## src/rtl/keynsham_sdram_arb.sv

```systemverilog
// Data/instruction arbiter onto the single sdram_controller host port.
// Define SDRAM_ARB_TIMEOUT_EN to add a host-port watchdog that completes a stalled grant with an error.
module keynsham_sdram_arb #(
  parameter int max_d_wins = 4,
  parameter int timeout    = 1024
) (
  input  logic        clk,
  input  logic        rst_n,
  input  logic        d_access,
  input  logic        d_cs,
  input  logic [29:0] d_addr,
  input  logic [31:0] d_wr_val,
  input  logic        d_wr_en,
  input  logic [3:0]  d_bytesel,
  output logic        d_ack,
  output logic        d_error,
  output logic [31:0] d_data,
  input  logic        i_access,
  input  logic        i_cs,
  input  logic [29:0] i_addr,
  output logic        i_ack,
  output logic        i_error,
  output logic [31:0] i_data,
  input  logic        h_config_done,
  output logic        h_cs,
  output logic [29:0] h_addr,
  output logic        h_wr_en,
  output logic [3:0]  h_bytesel,
  output logic [31:0] h_wdata,
  input  logic        h_compl,
  input  logic [31:0] h_rdata
);

  localparam int WIN_W = $clog2(max_d_wins + 1);
  localparam logic [WIN_W-1:0] WIN_MAX = WIN_W'(max_d_wins);

  typedef enum logic [1:0] {ST_IDLE, ST_GNT_D, ST_GNT_I} state_t;

  state_t           state_q, state_d;
  logic             pend_d_q, pend_i_q;
  logic [WIN_W-1:0] win_q;
  logic [29:0]      d_addr_q, i_addr_q;
  logic [31:0]      d_wdata_q;
  logic             d_wr_en_q;
  logic [3:0]       d_bytesel_q;
  logic             grant_d, grant_i;
  logic             d_owned, i_owned;
  logic             to_fire, done;
  logic             d_take, i_take;

  assign d_owned = (state_q == ST_GNT_D);
  assign i_owned = (state_q == ST_GNT_I);

`ifdef SDRAM_ARB_TIMEOUT_EN
  localparam int TO_W = $clog2(timeout + 1);
  logic [TO_W-1:0] to_cnt_q;

  // Counts cycles of the current grant; IDLE always separates grants, so it restarts at 0.
  always_ff @(posedge clk or negedge rst_n) begin
    if (!rst_n)                 to_cnt_q <= '0;
    else if (state_q == ST_IDLE) to_cnt_q <= '0;
    else                        to_cnt_q <= to_cnt_q + 1'b1;
  end

  assign to_fire = (state_q != ST_IDLE) && !h_compl && (to_cnt_q == TO_W'(timeout - 1));
`else
  logic unused_timeout_cfg;
  assign unused_timeout_cfg = (timeout > 0);
  assign to_fire = 1'b0;
`endif

  assign done = (state_q != ST_IDLE) && (h_compl || to_fire);

  // A bus's slot frees on its completion cycle, so a new pulse then is captured.
  assign d_take = d_access && d_cs && !pend_d_q && !(d_owned && !done);
  assign i_take = i_access && i_cs && !pend_i_q && !(i_owned && !done);

  always_comb begin
    // NOTE: every output of this block gets a default first so no latch is inferred.
    state_d = state_q;
    grant_d = 1'b0;
    grant_i = 1'b0;
    case (state_q)
      ST_IDLE: begin
        if (h_config_done) begin
          if (pend_i_q && (win_q == WIN_MAX)) grant_i = 1'b1;
          else if (pend_d_q)                 grant_d = 1'b1;
          else if (pend_i_q)                 grant_i = 1'b1;
        end
        if (grant_d)      state_d = ST_GNT_D;
        else if (grant_i) state_d = ST_GNT_I;
      end
      ST_GNT_D, ST_GNT_I: if (done) state_d = ST_IDLE;
      default: state_d = ST_IDLE;
    endcase
  end

  // NOTE: sequential state uses non-blocking assignments only.
  always_ff @(posedge clk or negedge rst_n) begin
    if (!rst_n) begin
      state_q   <= ST_IDLE;
      pend_d_q  <= 1'b0;
      pend_i_q  <= 1'b0;
      win_q     <= '0;
      h_addr    <= '0;
      h_wr_en   <= 1'b0;
      h_bytesel <= '0;
      h_wdata   <= '0;
    end else begin
      state_q <= state_d;
      if (grant_d)     pend_d_q <= 1'b0;
      else if (d_take) pend_d_q <= 1'b1;
      if (grant_i)     pend_i_q <= 1'b0;
      else if (i_take) pend_i_q <= 1'b1;

      if (grant_d) begin
        h_addr    <= d_addr_q;
        h_wr_en   <= d_wr_en_q;
        h_bytesel <= d_bytesel_q;
        h_wdata   <= d_wdata_q;
        if (pend_i_q) win_q <= (win_q == WIN_MAX) ? win_q : win_q + 1'b1;
        else          win_q <= '0;
      end else if (grant_i) begin
        h_addr    <= i_addr_q;
        h_wr_en   <= 1'b0;
        h_bytesel <= 4'b1111;
        h_wdata   <= '0;
        win_q     <= '0;
      end
    end
  end

  // NOTE: request payload is only meaningful while its pending flag is set, so it carries no reset.
  always_ff @(posedge clk) begin
    if (d_take) begin
      d_addr_q    <= d_addr;
      d_wdata_q   <= d_wr_val;
      d_wr_en_q   <= d_wr_en;
      d_bytesel_q <= d_bytesel;
    end
    if (i_take) i_addr_q <= i_addr;
  end

  assign h_cs    = (state_q != ST_IDLE);
  assign d_ack   = d_owned && (h_compl || to_fire);
  assign i_ack   = i_owned && (h_compl || to_fire);
  assign d_error = d_owned && to_fire;
  assign i_error = i_owned && to_fire;
  assign d_data  = (d_owned && h_compl) ? h_rdata : 32'h0;
  assign i_data  = (i_owned && h_compl) ? h_rdata : 32'h0;

endmodule

```

## config.mk

```make
export PLATFORM = sky130hd
export DESIGN_NAME = keynsham_sdram_arb
export DESIGN_NICKNAME = d
export VERILOG_FILES = /design/src/rtl/keynsham_sdram_arb.sv
export SDC_FILE = /design/constraint.sdc
export NUM_CORES = 1
export LEC_CHECK = 0
export BUFFER_PORTS_ARGS = -buffer_cell sky130_fd_sc_hd__buf_2
export CAP_MARGIN = 20
export CORE_UTILIZATION = 50
export DETAILED_ROUTE_END_ITERATION = 6
export PLACE_DENSITY = 0.84
export SETUP_SLACK_MARGIN = 0.05
export SLEW_MARGIN = 20
export SYNTH_ARGS = -nofsm -noshare
export SYNTH_HDL_FRONTEND = slang
export SYNTH_SLANG_ARGS = --single-unit
```

## constraint.sdc

```tcl
create_clock -name clk -period 13.2 [get_ports clk]
set_clock_uncertainty 0.2 [all_clocks]
set_input_delay 1.98 -clock clk [delete_from_list [all_inputs] [get_ports clk]]
set_output_delay 1.98 -clock clk [all_outputs]
set_load 0.05 [all_outputs]
```

==> metrics.csv, run 1 <==
metric,value,unit
cts.path.max_buffers,2,
hold_viol_final,0,
numCtsBuffers,17,
design_area,0.008820,mm^2
grt_usage,24.12,%
startpoint,h_compl,
regToRegSetupSlack,10.04,ns
final_util,66.34,%
cts_repair_resize_count,0,
antenna_found_initial,0,
die_h,119.0,um
p_leak,4.375,nW
cts_root_buf,clkbuf_16,
synth_top_family_by_area,compound AO/OA/AOI/OAI gates,
place_inst,888,
cts_tree,done,
rsz0062_at_grt,no,
dp_hpwl,11.22,mm
syn-instance-count,479,
r2r-start,state_q[1]$_DFFE_PN0P_,
critical_path_class,in -> out,
ant_nets,0,
arrival,3.16,ns
critPathRequiredTime,11.02,ns
p_per_area,244.8,mW/mm^2
synthArstFlopShare,43.27,%
fp-row-count,42,
cts_max_level,4,
grt_pass1_wl,25.63,mm
ys_seq_elements,171,
end_kind,output port,
ir_worst_vdd,160.1,uV
synth_compound_area_share,14.99,%
fin_cells,920,
place_congestion,0.8274,
hold_class,reg -> reg,
worst-path-max-fanout,68,
detailroute.via_count,4960,
design.core.area,0.01330,mm^2
fin_nets,873,
initial_core_util,51.50,%
synth_top_area_share,42.54,%
clock_sinks,171,
clk_latency,0.42,ns
hold_ws,0.2686,ns
drc,0,
maxCapViolations,0,
ys_top_cells_by_area,"edfxtp_1 43%, dfrtp_1 27%, and3_1 5.8%",
syn_avg_cell_area,14.29,um^2
hp-start,d_wdata_q[12]$_DFFE_PP_,
yosysUniqueCellTypes,36,
path_clk_slew,0.06,ns
grt_max_degree,75,
ys_warn_count,0,
seq_area_frac_synth,69.59,%
synthSimpleGateAreaFrac,9.174,%
viasPerCell,5.391,
period_share,40.47,%
synth.area.mux_share,0,%
gr-total-overflow,0,
cts-hold-fix-buffers,0,
slew_headroom,27.48,%
fillers,995,
first_pass_iters,4,
tightest_slew,1.088,ns
max_clock_freq,0.1872,GHz
synth_edf_count,97,
start_kind,primary input,
grt_pass1_vias,4945,
dieArea,0.01416,mm^2
routed_wl,16.94,mm
synth-main-ff-cell,edfxtp_1,
insertedDiodeCount,0,
drive_above_1_share,45.97,%
wl_per_cell,18.41,um
syn_area,0.006847,mm^2
dieWidth,119.0,um
tns,0,ns
slew_viol_final,0,
place_area,0.008247,mm^2
synth_top_cell_by_area,edfxtp_1,
ios,273,
syn2layout_area_growth,28.82,%
portBuffers,270,
drt-initial-drc-count,283,
setup_violations,0,
synth-adder-area-share,0.9137,%
synthXorXnorAreaFrac,0.1279,%
status,finished clean,
post_cts_buffers,0,
fin_crit,5.342,ns
-- synthesized netlist by cell type (2+ instances only) --
cell type / number
a21oi_1: 2
a22o_1: 33
a32o_1: 2
and2_1: 2
and3_1: 64
buf_2: 5
buf_4: 2
buf_6: 6
clkbuf_1: 27
dfrtp_1: 74
edfxtp_1: 97
ha_1: 5
inv_1: 36
nand2_1: 33
nand3_1: 3
nand3b_1: 2
nor2_1: 2
nor2b_1: 2
o211ai_1: 32
o211ai_2: 30
o22a_1: 5
-- flip-flops by register name, indices dropped and copies added (netlist names) --
| signal | count |
|---|---|
| d_addr_q | 30 |
| d_bytesel_q | 4 |
| d_wdata_q | 32 |
| d_wr_en_q | 1 |
| h_addr | 30 |
| h_bytesel | 4 |
| h_wdata | 32 |
| h_wr_en | 1 |
| i_addr_q | 30 |
| pend_d_q | 1 |
| pend_i_q | 1 |
| state_q | 2 |
| win_q | 3 |
-- power by group --
part	internal (mW)	switching, mW
sequential	0.707	0.0736
clock	0.278	0.198
combinational	0.228	0.675
total	1.21	0.947
-- per-stage QoR --
stage | total power [mW] | setup slack, ns
5_1_grt | 2.248 | 7.776
4_1_cts | 2.172 | 7.884
6_report | 2.159 | 7.858
3_5_place_dp | 1.691 | 7.891
3_3_place_gp | 1.662 | 7.960
2_1_floorplan | 1.474 | 7.468
-- worst paths after layout --
path,endpoint,cells after the start
max in group asynchronous,h_wdata[3]$_DFFE_PN0P_,1
max,i_data[30],3
max reg2reg,d_wdata_q[6]$_DFFE_PP_,5
min reg2reg,h_wdata[12]$_DFFE_PN0P_,1
min,h_wdata[12]$_DFFE_PN0P_,1
min in group asynchronous,h_addr[5]$_DFFE_PN0P_,1
-- worst max-delay path: stages --
cell	delay, ns
buf_2	0.59
and3_1	0.30
buf_2	0.28
-- cells in the final DEF, fill, tap and decap left out, types with 2 or more instances in the layout --
master,netlist,layout
nor2_4,1,2
nand2_1,33,33
o211ai_2,30,30
nand3b_1,2,2
a21oi_1,2,2
inv_1,36,36
o22a_1,5,5
and3_1,64,64
buf_4,2,5
nand3_1,3,3
conb_1,1,2
clkinv_2,0,4
dfrtp_1,74,74
ha_1,5,5
clkbuf_16,0,17
o211ai_1,32,32
a22o_1,33,33
buf_2,5,269
and2_1,2,2
clkbuf_8,0,4
clkinvlp_4,0,4
edfxtp_1,97,97
a32o_1,2,2
-- cell type report --
class	instances	area [um^2]	area share (%)
Clock buffer	21	480.5	5.448
Clock inverter	11	92.59	1.050
Inverter	36	135.1	1.532
Multi-Input combinational cell	231	1743	19.76
Sequential cell	171	4765	54.02
Tap cell	176	220.2	2.497
Timing Repair Buffer	274	1384	15.69
-- kinds of logic (layout without fill, tap and decap cells) --
group / Yosys count / after routing
flip-flops: 171 / 171
adder cells (fa/ha/maj): 5 / 5
other: 1 / 2
XOR/XNOR: 1 / 1
AO/OA/AOI/OAI: 110 / 110
AND/OR/NAND/NOR: 113 / 113
buffers and inverters: 78 / 342
-- metal layers --
layer / vias to the layer above / GRT usage [%] / part of all wire (%)
met5: - / 0 / 0
met1: 2432 / 27.81 / 39
met4: 0 / 10.76 / 2.3
li1: 2276 / - / -
met3: 31 / 4.933 / 5.7
met2: 221 / 43.13 / 53
Power figures use the tool's default switching activity.
==> run 2: changes to the inputs <==
CORE_UTILIZATION = 44   (was 50)
PLACE_DENSITY = 0.78   (was 0.84)
clock period = 4.69 ns   (was 13.2 ns; I/O delays follow)
==> run 2 against run 1 <==
  * Core utilization shrank 7.7 points
  * Register-to-register slack lost 8.2 ns
  * Count of clock-buffer cells in the layout shrank 2
  * Sequential cell count is the same
  * Non-clock buffer count grew 1
  * Critical path depth grew 1
  * Total power grew to 2.9 times the previous value
  * Wire length shrank 0.55%
  * Via count shrank 0.54%
  * Cell area grew 1.1%
  * Global-route usage shrank 2.9 points
  * Critical endpoint is now i_data[20]
  * Clock power grew to 3.0 times the previous value
==> metrics.csv, run 2 (synthesized netlist as in run 1, its figures left out) <==
metric,value,unit
fillers,1229,
clock_sinks,171,
path_clk_slew,0.06,ns
seq_power_share,35.6,%
start_kind,flip-flop,
swShare,42.73,%
startpoint,state_q[0]$_DFFE_PN0P_,
finalPower,6.180,mW
critical_path_class,reg -> out,
place_congestion,0.8117,
grt_usage,21.17,%
hold_viol_final,0,
cts-hold-fix-buffers,0,
period_share,67.06,%
ant_nets,0,
drt-initial-drc-count,245,
reg2reg_to,h_bytesel[3]$_DFFE_PN0P_,
grt_pass1_vias,4927,
syn2layout_area_growth,30.26,%
post_cts_buffers,0,
fp-row-count,45,
largestRegisters,"d_wdata_q: 32 flops, h_wdata: 32 flops",
rr_worst_depth,5,
portBuffers,270,
rsz0062_at_grt,no,
p_sw,2.641,mW
routed.top_layer,met5,
cts_root_buf,clkbuf_16,
combPwrFrac,41.1,%
drc,0,
design.core.area,0.01520,mm^2
numCtsBuffers,17,
tightest_slew,1.097,ns
viasPerCell,5.276,
fin_nets,874,
layout_common_cells,"269 x buf_2, 97 x edfxtp_1, 74 x dfrtp_1",
dieWidth,126.7,um
met2_wirelength,9.058,mm
cts_tree,done,
maxCapViolations,0,
max_clock_freq,0.3180,GHz
dieArea,0.01606,mm^2
grt_max_degree,75,
die_h,126.7,um
hold_class,in -> async,
cts.path.max_buffers,2,
p_clk_share,23.3,%
layout_commonest_cell,buf_2,
cts_repair_resize_count,0,
worst-path-max-fanout,34,
detailroute.via_count,4933,
critPathRequiredTime,3.79,ns
r2r-start,state_q[1]$_DFFE_PN0P_,
clk_latency,0.41,ns
arrival,2.24,ns
ir_worst_vdd,513.6,uV
wl_met1,6.238,mm
ios,273,
p_leak,4.413,nW
setup_violations,0,
p_int,3.539,mW
initial_core_util,45.04,%
slew_viol_final,0,
dp_hpwl,11.58,mm
routed_wl,16.85,mm
antenna_found_initial,2,
drive_above_1_share,45.64,%
first_pass_iters,4,
tns,0,ns
wl_per_cell,18.02,um
fin_crit,3.145,ns
crit_end,i_data[20],
grt_pass1_wl,25.50,mm
end_kind,output port,
cts_max_level,4,
p_per_area,692.9,mW/mm^2
slew_headroom,26.86,%
regToRegSetupSlack,1.85,ns
gr-total-overflow,0,
wl_met3,1.128,mm
status,finished clean,
-- run 2: changes by cell type in the layout (fill, tap and decap cells not counted), sizes merged --
cell,change
clkbuf,-2
clkinv,+2
buf,+1
bufinv,+3
diode,+2
clkinvlp,-3
-- run 2: through the flow --
step | cell area, um^2 | hold slack (ns) | utilization, % | instances | setup WS [ns]
after floorplan | 6850 | 0.2079 | - | 480 | 0.1101
after global placement | 8279 | 0.2512 | 54.46 | 900 | 1.666
after detailed placement | 8279 | 0.2598 | 54.46 | 900 | 1.527
after CTS | 8894 | 0.2346 | 58.50 | 932 | 1.532
after global routing | 8916 | 0.07007 | 58.65 | 934 | 1.392
final | 8919 | 0.05223 | 58.67 | 935 | 1.545
-- run 2: how the worst min path moves through the flow --
stage / from / endpoint / slack [ns] / depth (start not counted)
after detailed placement: d_wdata_q[8]$_DFFE_PP_ / h_wdata[8]$_DFFE_PN0P_ / 0.26 / 1
after global placement: d_wdata_q[16]$_DFFE_PP_ / h_wdata[16]$_DFFE_PN0P_ / 0.25 / 1
after CTS: i_addr[12] / i_addr_q[12]$_DFFE_PP_ / 0.23 / 1
after global routing: rst_n / h_addr[5]$_DFFE_PN0P_ / 0.07 / 1
after floorplan: rst_n / h_addr[0]$_DFFE_PN0P_ / 0.21 / 0
final: rst_n / h_addr[5]$_DFFE_PN0P_ / 0.05 / 1
-- run 2: final cells by class --
class / instances / area (um^2) / area share [%]
sequential: 171 / 4765 / 53.42
multi-input combinational: 231 / 1748 / 19.60
timing repair buffer: 275 / 1416 / 15.88
clock buffer: 19 / 442.9 / 4.966
tap: 188 / 235.2 / 2.637
clock inverter: 13 / 171.4 / 1.922
inverter: 36 / 135.1 / 1.515
antenna: 2 / 5.005 / 0.05612
-- run 2: power groups by stage --
stage | clock network [mW] | registers [mW] | logic (mW)
finish | 1.44 | 2.20 | 2.54
global route | 1.53 | 2.24 | 2.68
CTS | 1.47 | 2.20 | 2.55
detailed placement | 0 | 2.22 | 2.55
global placement | 0 | 2.21 | 2.48
floorplan | 0 | 3.09 | 1.06
-- run 2: worst max-delay path, cell delays in order, from the launching register on --
cell and delay (ns):
dfrtp_1 0.40, inv_1 0.09, ha_1 0.73, and3_1 0.32
buf_2 0.28
-- run 2: layer usage --
metal / up-vias / global-route usage, %
met4: 2 / 10.01
met2: 234 / 38.64
met5: - / 0
met3: 27 / 5.272
met1: 2394 / 23.08
li1: 2276 / -
